[src/rtl/wb_prog_loader_if.sv]
// Byte-stream and Wishbone signals of the boot-image loader.
// The loader drives through the master modport; the serial front end and
// the SRAM slave drive through the slave modport.
interface wb_prog_loader_if;
  logic        byte_valid;
  logic [7:0]  byte_data;
  logic        byte_ready;
  logic        wbm_cyc_o;
  logic        wbm_stb_o;
  logic        wbm_we_o;
  logic [3:0]  wbm_sel_o;
  logic [7:0]  wbm_adr_o;
  logic [31:0] wbm_dat_o;
  logic        wbm_ack_i;

  modport master (
    input  byte_valid, byte_data, wbm_ack_i,
    output byte_ready, wbm_cyc_o, wbm_stb_o, wbm_we_o, wbm_sel_o,
           wbm_adr_o, wbm_dat_o
  );

  modport slave (
    output byte_valid, byte_data, wbm_ack_i,
    input  byte_ready, wbm_cyc_o, wbm_stb_o, wbm_we_o, wbm_sel_o,
           wbm_adr_o, wbm_dat_o
  );
endinterface

[src/rtl/wb_prog_loader.sv]
// Boot-image loader: takes a word count byte followed by 4*N little-endian
// data bytes, writes each packed word to SRAM with Wishbone classic single
// writes at consecutive word addresses from 0, then releases the core reset.
// A write that sees no ack for TIMEOUT cycles aborts into a sticky error.
module wb_prog_loader #(
  parameter int unsigned TIMEOUT = 16
) (
  input  logic                wb_clk_i,
  input  logic                wb_rst_i,
  wb_prog_loader_if.master    bus,
  input  logic                start,
  output logic                busy,
  output logic                done,
  output logic                error,
  output logic                core_rst,
  output logic [8:0]          words_loaded
);

  typedef enum logic [2:0] {
    S_IDLE,
    S_COLLECT,
    S_WRITE,
    S_DONE,
    S_ERR
  } state_t;

  // Last count value that still waits; the edge seeing it without ack aborts.
  localparam logic [15:0] TO_LAST = 16'(TIMEOUT - 1);

  state_t      state_q, state_d;
  logic [7:0]  n_q, n_d;          // word count, 0 means 256
  logic [1:0]  idx_q, idx_d;      // byte lane of the word being assembled
  logic [7:0]  addr_q, addr_d;    // current word address
  logic [31:0] word_q, word_d;    // assembled write data
  logic [15:0] tcnt_q, tcnt_d;    // cycles spent waiting for ack
  logic [8:0]  wl_q, wl_d;
  logic        done_q, done_d;
  logic        error_q, error_d;
  logic        cyc_q, cyc_d;
  logic        core_rst_q, core_rst_d;
  logic        accept;

  // Handshake and busy decode straight from the state register.
  assign bus.byte_ready = (state_q == S_IDLE) || (state_q == S_COLLECT);
  assign busy           = (state_q == S_COLLECT) || (state_q == S_WRITE);
  assign accept         = bus.byte_valid && bus.byte_ready;

  assign bus.wbm_cyc_o = cyc_q;
  assign bus.wbm_stb_o = cyc_q;
  assign bus.wbm_we_o  = cyc_q;
  assign bus.wbm_sel_o = {4{cyc_q}};
  assign bus.wbm_adr_o = addr_q;
  assign bus.wbm_dat_o = word_q;
  assign done          = done_q;
  assign error         = error_q;
  assign core_rst      = core_rst_q;
  assign words_loaded  = wl_q;

  // Next-state and next-register computation for the load sequence.
  always_comb begin
    state_d    = state_q;
    n_d        = n_q;
    idx_d      = idx_q;
    addr_d     = addr_q;
    word_d     = word_q;
    tcnt_d     = tcnt_q;
    wl_d       = wl_q;
    done_d     = done_q;
    error_d    = error_q;

    case (state_q)
      S_IDLE: begin
        if (accept) begin
          n_d     = bus.byte_data;
          idx_d   = 2'd0;
          addr_d  = 8'd0;
          state_d = S_COLLECT;
        end
      end
      S_COLLECT: begin
        if (accept) begin
          case (idx_q)
            2'd0:    word_d[7:0]   = bus.byte_data;
            2'd1:    word_d[15:8]  = bus.byte_data;
            2'd2:    word_d[23:16] = bus.byte_data;
            default: word_d[31:24] = bus.byte_data;
          endcase
          idx_d = idx_q + 2'd1;
          if (idx_q == 2'd3) begin
            tcnt_d  = 16'd0;
            state_d = S_WRITE;
          end
        end
      end
      S_WRITE: begin
        if (bus.wbm_ack_i) begin
          wl_d = wl_q + 9'd1;
          // 8-bit compare: a count byte of 0 wraps so the last address is 255.
          if (addr_q == (n_q - 8'd1)) begin
            done_d  = 1'b1;
            state_d = S_DONE;
          end else begin
            addr_d  = addr_q + 8'd1;
            state_d = S_COLLECT;
          end
        end else if (tcnt_q == TO_LAST) begin
          error_d = 1'b1;
          state_d = S_ERR;
        end else begin
          tcnt_d = tcnt_q + 16'd1;
        end
      end
      S_DONE, S_ERR: begin
        if (start) begin
          done_d  = 1'b0;
          error_d = 1'b0;
          wl_d    = 9'd0;
          idx_d   = 2'd0;
          addr_d  = 8'd0;
          word_d  = 32'd0;
          state_d = S_IDLE;
        end
      end
      default: state_d = S_IDLE;
    endcase

    cyc_d      = (state_d == S_WRITE);
    core_rst_d = (state_d != S_DONE);
  end

  // State and output registers; reset abandons any partial word or write.
  always_ff @(posedge wb_clk_i or posedge wb_rst_i) begin
    if (wb_rst_i) begin
      state_q    <= S_IDLE;
      n_q        <= 8'd0;
      idx_q      <= 2'd0;
      addr_q     <= 8'd0;
      word_q     <= 32'd0;
      tcnt_q     <= 16'd0;
      wl_q       <= 9'd0;
      done_q     <= 1'b0;
      error_q    <= 1'b0;
      cyc_q      <= 1'b0;
      core_rst_q <= 1'b1;
    end else begin
      state_q    <= state_d;
      n_q        <= n_d;
      idx_q      <= idx_d;
      addr_q     <= addr_d;
      word_q     <= word_d;
      tcnt_q     <= tcnt_d;
      wl_q       <= wl_d;
      done_q     <= done_d;
      error_q    <= error_d;
      cyc_q      <= cyc_d;
      core_rst_q <= core_rst_d;
    end
  end

endmodule

[src/flat_wrapper.sv]
// flat-port wrapper written by rule: the top's interface ports become plain ports
module wb_prog_loader_flat 
#(
  parameter int unsigned TIMEOUT = 16
)
  (wb_clk_i, wb_rst_i, start, busy, done, error, core_rst, words_loaded, bus_byte_valid, bus_byte_data, bus_wbm_ack_i, bus_byte_ready, bus_wbm_cyc_o, bus_wbm_stb_o, bus_wbm_we_o, bus_wbm_sel_o, bus_wbm_adr_o, bus_wbm_dat_o);
  wb_prog_loader_if bus_i ();
  input  logic wb_clk_i;
  input  logic wb_rst_i;
  input  logic start;
  output logic busy;
  output logic done;
  output logic error;
  output logic core_rst;
  output logic [8:0] words_loaded;
  input wire logic [$bits(bus_i.byte_valid)-1:0] bus_byte_valid;
  input wire logic [$bits(bus_i.byte_data)-1:0] bus_byte_data;
  input wire logic [$bits(bus_i.wbm_ack_i)-1:0] bus_wbm_ack_i;
  output wire logic [$bits(bus_i.byte_ready)-1:0] bus_byte_ready;
  output wire logic [$bits(bus_i.wbm_cyc_o)-1:0] bus_wbm_cyc_o;
  output wire logic [$bits(bus_i.wbm_stb_o)-1:0] bus_wbm_stb_o;
  output wire logic [$bits(bus_i.wbm_we_o)-1:0] bus_wbm_we_o;
  output wire logic [$bits(bus_i.wbm_sel_o)-1:0] bus_wbm_sel_o;
  output wire logic [$bits(bus_i.wbm_adr_o)-1:0] bus_wbm_adr_o;
  output wire logic [$bits(bus_i.wbm_dat_o)-1:0] bus_wbm_dat_o;
  assign bus_i.byte_valid = bus_byte_valid;
  assign bus_i.byte_data = bus_byte_data;
  assign bus_i.wbm_ack_i = bus_wbm_ack_i;
  assign bus_byte_ready = bus_i.byte_ready;
  assign bus_wbm_cyc_o = bus_i.wbm_cyc_o;
  assign bus_wbm_stb_o = bus_i.wbm_stb_o;
  assign bus_wbm_we_o = bus_i.wbm_we_o;
  assign bus_wbm_sel_o = bus_i.wbm_sel_o;
  assign bus_wbm_adr_o = bus_i.wbm_adr_o;
  assign bus_wbm_dat_o = bus_i.wbm_dat_o;
  wb_prog_loader #(.TIMEOUT(TIMEOUT)) u_core (.wb_clk_i(wb_clk_i), .wb_rst_i(wb_rst_i), .bus(bus_i), .start(start), .busy(busy), .done(done), .error(error), .core_rst(core_rst), .words_loaded(words_loaded));
endmodule
[config.mk]
export PLATFORM = sky130hd
export DESIGN_NAME = wb_prog_loader_flat
export DESIGN_NICKNAME = d
export VERILOG_FILES = /design/src/rtl/wb_prog_loader_if.sv /design/src/rtl/wb_prog_loader.sv /design/src/flat_wrapper.sv
export SDC_FILE = /design/constraint.sdc
export NUM_CORES = 1
export LEC_CHECK = 0
export BUFFER_PORTS_ARGS = -buffer_cell sky130_fd_sc_hd__buf_2
export CAP_MARGIN = 20
export CORE_ASPECT_RATIO = 0.9
export CORE_UTILIZATION = 41
export DETAILED_ROUTE_END_ITERATION = 8
export PLACE_DENSITY = 0.71
export SLEW_MARGIN = 20
export SYNTH_ARGS = -nofsm -noshare
export SYNTH_HDL_FRONTEND = slang
export SYNTH_SLANG_ARGS = --single-unit
[constraint.sdc]
create_clock -name wb_clk_i -period 4.41 [get_ports wb_clk_i]
set_input_delay 0.882 -clock wb_clk_i [delete_from_list [all_inputs] [get_ports wb_clk_i]]
set_output_delay 0.882 -clock wb_clk_i [all_outputs]
set_load 0.02 [all_outputs]
==> results.sh, run 1 <==
export IMPL_dr_pass1_iters=4
export IMPL_fin_ws_ns=1.57
export IMPL_final_area_mm2=0.00474
export IMPL_netlist_instances=386
export IMPL_yosysWarnings=0
export IMPL_start_kind="flip-flop"
export IMPL_track_usage_pct=18.3
export IMPL_cts_tree="done"
export IMPL_ys_flop_type="dfrtp_1"
export IMPL_final_cell_mix="dfrtp_1 (81), buf_2 (73), mux2_2 (39)"
export IMPL_crit_path_frequent_cell="nor2b_1"
export IMPL_antenna_cells=0
export IMPL_dieArea_mm2=0.0104
export IMPL_grt_pass1_wl_um=15000
export IMPL_postCtsResizedCells=0
export IMPL_outcome="finished, final reports clean"
export IMPL_drtIter0Drc=100
export IMPL_switching_share_pct=39.5
export IMPL_endpoint_kind="flip-flop"
export IMPL_postCtsSetupBuffers=0
export IMPL_maxCapViolCount=0
export IMPL_place_area_mm2=0.00454
export IMPL_ioPinCount=74
export IMPL_die_h_um=96.9
export IMPL_maxSlewHeadroom_pct=38.9
export IMPL_synth_seq_area_share_pct=50.1
export IMPL_final_nets=475
export IMPL_syn_num_nets=407
export IMPL_drtAntennaViolNets=0
export IMPL_final_common_cell="dfrtp_1"
export IMPL_p_clk_share_pct=18.9
export IMPL_tightest_slew_ns=0.917
export IMPL_antenna_found_initial=0
export IMPL_io_buffer_count=73
export IMPL_ir_drop_mv=0.380
export IMPL_hold_violations=0
export IMPL_finClkSkew_ns=0.00893
export IMPL_period_share_pct=64.4
export IMPL_hold_buffers=0
export IMPL_cp_slowest_cell="dfrtp_1"
export IMPL_grt_pass1_vias=3058
export IMPL_vias=3116
export IMPL_cp_slowest_stage_delay_ns=0.63
export IMPL_critPathKind="flip-flop to flip-flop"
export IMPL_place_ws_ns=1.59
export IMPL_synth_edf_count=0
export IMPL_synthToLayoutAreaGrowth_pct=15.7
export IMPL_hold_ws_ns=0.508
export IMPL_start_util_pct=42.3
export IMPL_hold_path_class="flip-flop to flip-flop"
export IMPL_rows=34
export IMPL_drt_wl_total_um=8700
export IMPL_syn_area_per_cell_um2=10.6
export IMPL_overflow=0
export IMPL_cts_path_max_buffers=2
export IMPL_tns_ns=0
export IMPL_cts_sinks=82
export IMPL_ys_seq_elements=82
export IMPL_cp_cell_sequence="nor2b_1, nor2b_1, a31oi_1, buf_4, nor4b_1, xnor2_1, nor2_1"
export IMPL_syn_area_mm2=0.00410
export IMPL_period_needed_ns=2.84
export IMPL_die_w_um=107
export IMPL_cts_max_level=3
export IMPL_p_switching_w=0.00114
export IMPL_gp_congestion=0.788
export IMPL_drv_slew=0
export IMPL_hpwl_um=6320
export IMPL_setup_viol=0
export IMPL_power_density_mw_per_mm2=607
export IMPL_cts_buffers=9
export IMPL_critPathTopFamily="simple AND/OR/NAND/NOR gates"
export IMPL_reg2reg_slack_ns=1.57
export IMPL_post_drt_wl_per_cell_um=14.9
export IMPL_critPathRequiredTime_ns=4.66
export IMPL_crit_buf_inv=1
export IMPL_design_core_area_mm2=0.00970
export IMPL_combPwrFrac_pct=40.3
export IMPL_p_int_w=0.00174
export IMPL_insertion_delay_ns=0.37
export IMPL_p_seq_share_pct=40.8
export IMPL_fmax_mhz=352
export IMPL_synth_distinct_cells=55
export IMPL_crit_fanout=18
export IMPL_viasPerCell=5.33
export IMPL_cp_data_arrival_time_ns=3.09
export IMPL_grt_setup_unrepaired="false"
export IMPL_drive_above_1_share_pct=30.3
export IMPL_ys_async_sr_fraction_pct=100
export IMPL_drc=0
export IMPL_grt_max_degree=55
export IMPL_p_leak_nw=2.23
export IMPL_clk_pin_slew_worst_paths_ns=0.09
export IMPL_root_buffer="clkbuf_8"
## metrics by stage
step / util (%) / power, W / std cells
2_1_floorplan: - / 0.00200 / 386
3_3_place_gp: 46.8 / 0.00231 / 568
3_5_place_dp: 46.8 / 0.00235 / 568
4_1_cts: 48.8 / 0.00290 / 584
5_1_grt: 48.9 / 0.00307 / 585
6_report: 48.9 / 0.00288 / 585
## flip-flops by register name, summed over array words and instances (netlist names)
signal                count
u_core.done               1
u_core.n_q                8
u_core.state_q            3
u_core.core_rst           1
u_core.words_loaded       9
u_core.error              1
u_core.idx_q              2
u_core.bus.wbm_adr_o      8
u_core.tcnt_q            16
u_core.bus.wbm_cyc_o      1
u_core.bus.wbm_dat_o     32
## cell type report
cell class	instances	area (um2)
inverter	15	57.6
multi-input combinational	268	1880
clock inverter	6	67.6
sequential	82	2050
clock buffer	10	128
timing repair buffer	78	403
tap	126	158
fill	891	4960
## final timing paths
path / start / end / cells past startpoint
setup / recovery: u_core.state_q[1] / u_core.tcnt_q[7] / 7
hold / removal: u_core.bus.wbm_dat_o[7] / u_core.bus.wbm_dat_o[7] / 1
setup reg to reg: u_core.state_q[1] / u_core.tcnt_q[7] / 7
hold reg to reg: u_core.bus.wbm_dat_o[7] / u_core.bus.wbm_dat_o[7] / 1
max in group asynchronous: wb_rst_i / u_core.tcnt_q[11] / 3
min in group asynchronous: wb_rst_i / u_core.words_loaded[8] / 2
## Yosys cell counts, types with 3 or more instances
| cell type | n | area, um2 |
|---|---|---|
| dfrtp_1 | 81 | 2030 |
| mux2_2 | 39 | 439 |
| nor2_1 | 32 | 120 |
| nand2_1 | 28 | 105 |
| xnor2_1 | 16 | 140 |
| inv_1 | 15 | 56.3 |
| nor3_1 | 13 | 65.1 |
| o21ai_0 | 13 | 65.1 |
| nand3_1 | 12 | 60.1 |
| clkbuf_1 | 10 | 37.5 |
| nor4_1 | 10 | 62.6 |
| a21oi_1 | 9 | 45.0 |
| xor2_1 | 9 | 78.8 |
| and2_1 | 8 | 50.1 |
| ha_1 | 8 | 100 |
| nand4_1 | 7 | 43.8 |
| buf_4 | 6 | 45.0 |
| a21o_1 | 5 | 37.5 |
| nor2b_1 | 5 | 31.3 |
| or3_1 | 5 | 31.3 |
| and3_1 | 4 | 25.0 |
| buf_2 | 4 | 20.0 |
| a31oi_1 | 3 | 18.8 |
| nor4b_1 | 3 | 26.3 |
| o211a_1 | 3 | 30.0 |
| o211ai_1 | 3 | 22.5 |
## worst reg2reg max path, delay by kind of cell (launching register included)
| kind | cells | cell delay (ns) |
|---|---|---|
| buffers and inverters | 1 | 0.23 |
| AO/OA/AOI/OAI | 1 | 0.17 |
| XOR/XNOR | 1 | 0.16 |
| AND/OR/NAND/NOR | 4 | 1.54 |
| flip-flops | 1 | 0.63 |
## power groups by stage
stage / registers (W) / clock network, W / logic, W
2_1_floorplan: 0.00136 / 0 / 0.000646
3_3_place_gp: 0.00118 / 0 / 0.00113
3_5_place_dp: 0.00119 / 0 / 0.00116
4_1_cts: 0.00118 / 0.000561 / 0.00117
5_1_grt: 0.00121 / 0.000591 / 0.00127
6_report: 0.00118 / 0.000544 / 0.00116
## cell families (layout without fill, tap and decap cells)
logic type / after synthesis / in the layout / share of synthesized area [%]
compound gates: 56 / 56 / 9.64
xor+xnor: 25 / 25 / 5.34
fa+ha+maj: 8 / 8 / 2.44
buf+inv: 36 / 109 / 4.15
flops: 82 / 82 / 50.1
mux: 40 / 40 / 11.0
simple gates: 139 / 139 / 17.4
## layer usage
layer / GRT usage, % / wire length, um
met1: 24.5 / 4070
met2: 29.1 / 4130
met5: 0 / 0
met3: 5.12 / 399
met4: 5.06 / 93
No activity file was read; power rests on OpenSTA's default activity.
==> inputs of run 2 (changes only) <==
PLACE_DENSITY = 0.73   (was 0.71)
clock period = 2.5 ns   (was 4.41 ns; I/O delays follow)
==> run 2 against run 1 <==
Hold slack got worse by 0.28 ns. Global-route usage barely moved. Core utilization rose by 2.4 points. Non-clock buffer count rose by 9. Critical endpoint is now u_core.bus.wbm_adr_o[5].
==> results.sh, run 2 (synthesized netlist as in run 1, its figures left out) <==
export IMPL_maxCapViolCount=0
export IMPL_hold_violations=0
export IMPL_cp_data_arrival_time_ns=2.73
export IMPL_cp_cell_sequence="inv_2, ha_4, or3b_4, or4_4, a32oi_4, o211ai_4, a22o_2, a31o_4"
export IMPL_finClkSkew_ns=0.00771
export IMPL_maxSlewHeadroom_pct=57.6
export IMPL_wl_met1_um=4150
export IMPL_viasPerCell=5.36
export IMPL_crit_fanout=7
export IMPL_dr_pass1_iters=4
export IMPL_root_buffer="clkbuf_8"
export IMPL_tns_ns=0
export IMPL_cp_slowest_stage_delay_ns=0.50
export IMPL_die_h_um=96.9
export IMPL_reg2reg_depth=8
export IMPL_hpwl_um=6300
export IMPL_overflow=0
export IMPL_outcome="finished, final reports clean"
export IMPL_critPathRequiredTime_ns=2.75
export IMPL_ir_drop_mv=0.679
export IMPL_hold_path_class="input port to asynchronous set/reset pin"
export IMPL_critPathTopFamily="compound AO/OA/AOI/OAI gates"
export IMPL_cts_max_level=3
export IMPL_drv_slew=0
export IMPL_antenna_cells=0
export IMPL_insertion_delay_ns=0.36
export IMPL_fin_util_pct=51.3
export IMPL_vias=3184
export IMPL_io_buffer_count=73
export IMPL_start_kind="flip-flop"
export IMPL_drtAntennaViolNets=0
export IMPL_cts_path_max_buffers=2
export IMPL_drc=0
export IMPL_wl_met3_um=471
export IMPL_hold_buffers=0
export IMPL_finalPower_w=0.00554
export IMPL_track_usage_pct=18.3
export IMPL_r2r_start="u_core.n_q[1]"
export IMPL_post_drt_wl_per_cell_um=15.3
export IMPL_grt_max_degree=83
export IMPL_critPathKind="flip-flop to flip-flop"
export IMPL_final_common_cell="dfrtp_1"
export IMPL_endpoint_kind="flip-flop"
export IMPL_reg2reg_to="u_core.bus.wbm_adr_o[5]"
export IMPL_antenna_found_initial=0
export IMPL_design_core_area_mm2=0.00970
export IMPL_cts_buffers=9
export IMPL_largest_reg_flops=32
export IMPL_rows=34
export IMPL_clk_pin_slew_worst_paths_ns=0.08
export IMPL_power_density_mw_per_mm2=1110
export IMPL_synthToLayoutAreaGrowth_pct=21.4
export IMPL_cts_sinks=82
export IMPL_p_leak_nw=2.32
export IMPL_period_share_pct=99.1
export IMPL_die_w_um=107
export IMPL_period_needed_ns=2.48
export IMPL_gp_congestion=0.767
export IMPL_drt_wl_total_um=9100
export IMPL_dieArea_mm2=0.0104
export IMPL_fmax_mhz=404
export IMPL_dr_wl_met2_um=4350
export IMPL_cts_tree="done"
export IMPL_crit_buf_inv=1
export IMPL_setup_viol=0
export IMPL_drtIter0Drc=180
export IMPL_cp_slowest_cell="or4_4"
export IMPL_grt_pass1_vias=3098
export IMPL_start_util_pct=42.3
export IMPL_ioPinCount=74
export IMPL_drive_above_1_share_pct=34.4
export IMPL_final_cell_mix="dfrtp_1 (81), buf_2 (73), mux2_2 (39)"
export IMPL_final_nets=484
export IMPL_tightest_slew_ns=0.627
export IMPL_highest_layer="met4"
export IMPL_grt_pass1_wl_um=15000
export IMPL_reg2reg_slack_ns=0.02
run 2: per-layer routing:
| layer | vias to the layer above | GRT usage (%) |
|---|---|---|
| met5 | - | 0 |
| met4 | 0 | 6.22 |
| met3 | 12 | 4.51 |
| met2 | 97 | 29.2 |
| met1 | 1557 | 24.3 |
| li1 | 1518 | - |
run 2: area by class of cell:
type	count	area, um2
timing repair buffer	87	483
clock buffer	10	138
inverter	15	60.1
multi-input combinational	268	1970
sequential	82	2050
fill	854	4720
clock inverter	6	113
tap	126	158
run 2: tightest hold or removal path: cells and delay by family:
| kind | cells | cell delay (ns) |
|---|---|---|
| buffers and inverters | 3 | 0.52 |
run 2: per-stage QoR:
| stage | instances | setup WS [ns] | area, um2 | hold slack [ns] |
|---|---|---|---|---|
| after floorplan | 386 | 0.0524 | 4100 | 0.476 |
| after global placement | 577 | 0.0614 | 4620 | 0.483 |
| after detailed placement | 577 | -0.0208 | 4620 | 0.488 |
| after CTS | 593 | 0.00572 | 4880 | 0.259 |
| after global routing | 594 | -0.0593 | 4980 | 0.276 |
| final | 594 | 0.0222 | 4980 | 0.232 |
run 2: worst max path at each step:
stage                  start  slack, ns  cells after the start                       to
3_3_place_gp   u_core.n_q[1]       0.06                      8  u_core.bus.wbm_adr_o[0]
3_5_place_dp   u_core.n_q[1]      -0.02                      8  u_core.bus.wbm_adr_o[3]
4_1_cts        u_core.n_q[1]      0.006                      8  u_core.bus.wbm_adr_o[5]
6_report       u_core.n_q[1]       0.02                      8  u_core.bus.wbm_adr_o[5]
2_1_floorplan  u_core.n_q[0]       0.05                      9  u_core.bus.wbm_adr_o[3]
5_1_grt        u_core.n_q[0]      -0.06                      8  u_core.bus.wbm_adr_o[6]
run 2: what timing repair did:
action	in CTS	in global routing
buffers inserted	0	1
endpoints found under the setup margin	3	10
gates resized for setup	2	17
pin swaps	0	2
endpoints found under the hold margin	0	0
run 2: report_power, final:
group / leakage, nW / total, W / internal [W] / switching [W]
Clock: 0.127 / 0.00120 / 0.000694 / 0.000505
Sequential: 1.05 / 0.00205 / 0.00174 / 0.000308
Combinational: 1.14 / 0.00229 / 0.000983 / 0.00131
==> inputs of run 3 (changes only) <==
BUFFER_PORTS_ARGS = -buffer_cell sky130_fd_sc_hd__buf_4   (was -buffer_cell sky130_fd_sc_hd__buf_2)
==> run 3 against run 2 <==
Maximum frequency hardly changed. Highest routed layer unchanged. Core utilization rose by 2.0 points. Largest power group unchanged. Global-route usage is 0.43 points higher. Clock-buffer cell count decreased by 1. Power rose by 1.8%. Final area increased by 3.8%. Non-clock buffer count grew 5. Critical path depth decreased by 1. Combinational power rose by 13%. Hold slack improved by 0.0072 ns.
==> results.sh, run 3 (synthesized netlist as in run 1, its figures left out) <==
export IMPL_outcome="finished, final reports clean"
export IMPL_ioPinCount=74
export IMPL_grt_setup_unrepaired="true"
export IMPL_clk_pin_slew_worst_paths_ns=0.09
export IMPL_endpoint_kind="flip-flop"
export IMPL_cts_tree="done"
export IMPL_viasPerCell=5.38
export IMPL_grt_max_degree=83
export IMPL_drtIter0Drc=149
export IMPL_reg2reg_depth=7
export IMPL_start_util_pct=42.3
export IMPL_dieArea_mm2=0.0104
export IMPL_gp_congestion=0.821
export IMPL_tightest_slew_ns=0.604
export IMPL_crit_fanout=4
export IMPL_die_w_um=107
export IMPL_fmax_mhz=404
export IMPL_hold_path_class="input port to asynchronous set/reset pin"
export IMPL_antenna_found_initial=0
export IMPL_hold_buffers=0
export IMPL_overflow=0
export IMPL_cts_max_level=3
export IMPL_tns_ns=0
export IMPL_p_leak_nw=2.38
export IMPL_power_density_mw_per_mm2=1090
export IMPL_synthToLayoutAreaGrowth_pct=26.0
export IMPL_reg2reg_slack_ns=0.02
export IMPL_drv_slew=0
export IMPL_io_buffer_count=73
export IMPL_die_h_um=96.9
export IMPL_dr_pass1_iters=4
export IMPL_hpwl_um=6330
export IMPL_final_nets=490
export IMPL_largest_reg_flops=32
export IMPL_track_usage_pct=18.8
export IMPL_grt_pass1_wl_um=15400
export IMPL_critPathRequiredTime_ns=2.76
export IMPL_cts_path_max_buffers=2
export IMPL_setup_viol=0
export IMPL_final_cell_mix="buf_4 (91), dfrtp_1 (81), mux2_2 (39)"
export IMPL_reg2reg_to="u_core.bus.wbm_adr_o[5]"
export IMPL_insertion_delay_ns=0.36
export IMPL_hold_violations=0
export IMPL_period_needed_ns=2.48
export IMPL_rows=34
export IMPL_start_kind="flip-flop"
export IMPL_drive_above_1_share_pct=34.8
export IMPL_root_buffer="clkbuf_8"
export IMPL_finClkSkew_ns=0.00565
export IMPL_grt_pass1_vias=3135
export IMPL_drt_wl_total_um=9320
export IMPL_ir_drop_mv=0.613
export IMPL_vias=3229
export IMPL_cts_buffers=9
export IMPL_fill_cells=837
export IMPL_maxCapViolCount=0
export IMPL_period_share_pct=99.1
export IMPL_drc=0
export IMPL_drtAntennaViolNets=0
export IMPL_cp_data_arrival_time_ns=2.73
export IMPL_cts_sinks=82
export IMPL_design_core_area_mm2=0.00970
export IMPL_final_common_cell="buf_4"
export IMPL_maxSlewHeadroom_pct=59.6
export IMPL_r2r_start="u_core.n_q[0]"
export IMPL_hold_ws_ns=0.239
export IMPL_post_drt_wl_per_cell_um=15.5
export IMPL_critPathKind="flip-flop to flip-flop"
export IMPL_antenna_cells=0
-- run 3: cell count changes in the layout (fill, tap and decap cells not counted), moves of 2 or more --
cell and change:
buf_4 +78, buf_2 -73, bufinv_16 -2, clkinvlp_4 +2
-- run 3: per-stage QoR --
stage / cell area, um2 / utilization [%] / total power (W) / instances / worst slack [ns]
3_3_place_gp: 4810 / 49.6 / 0.00435 / 578 / 0.0610
5_1_grt: 5170 / 53.3 / 0.00597 / 600 / -0.0728
2_1_floorplan: 4100 / - / 0.00354 / 386 / 0.0524
4_1_cts: 5050 / 52.1 / 0.00547 / 597 / 0.0216
3_5_place_dp: 4810 / 49.6 / 0.00443 / 578 / -0.0420
6_report: 5170 / 53.3 / 0.00564 / 600 / 0.0226
-- run 3: where the power goes --
part | internal (W) | switching (W) | total [W]
clock network | 0.000468 | 0.000513 | 0.000981
logic | 0.00122 | 0.00137 | 0.00259
registers | 0.00174 | 0.000325 | 0.00207
-- run 3: final cells by class --
cell class | count | area [um2] | share of cell area [%]
Inverter | 15 | 60.1 | 1.16
Clock inverter | 7 | 76.3 | 1.48
Timing Repair Buffer | 92 | 703 | 13.6
Clock buffer | 9 | 124 | 2.40
Multi-Input combinational cell | 269 | 1990 | 38.6
Sequential cell | 82 | 2050 | 39.7
Tap cell | 126 | 158 | 3.05
-- run 3: metal layers --
layer | GRT usage (%) | share of wire [%] | up-vias
met4 | 6.64 | 2.1 | 0
met1 | 24.4 | 44 | 1555
met3 | 5.19 | 5.9 | 21
met5 | 0 | 0 | -
met2 | 30.0 | 48 | 112
li1 | - | - | 1541
-- run 3: what timing repair did --
item / 4_1_cts / 5_1_grt
endpoints found under the setup margin: 5 / 11
buffers inserted: 2 / 3
pin swaps: 3 / 3
resized for setup: 5 / 15
cloned: 1 / 0
-- run 3: critical path, cell delays in order (launching register included) --
cell      delay, ns
dfrtp_1        0.41
buf_4          0.15
nor3_1         0.41
a221o_1        0.29
o311ai_4       0.17
o211a_1        0.30
or3_1          0.39
a31o_2         0.25
-- run 3: worst max-delay path by stage --
stage / start / endpoint / slack, ns / depth (start not counted)
floorplan: u_core.n_q[0] / u_core.bus.wbm_adr_o[3] / 0.05 / 9
global placement: u_core.n_q[1] / u_core.bus.wbm_adr_o[3] / 0.06 / 8
detailed placement: u_core.n_q[0] / u_core.bus.wbm_adr_o[0] / -0.04 / 8
CTS: u_core.n_q[0] / u_core.bus.wbm_adr_o[2] / 0.02 / 7
global route: u_core.n_q[0] / u_core.bus.wbm_adr_o[5] / -0.07 / 7
finish: u_core.n_q[0] / u_core.bus.wbm_adr_o[5] / 0.02 / 7
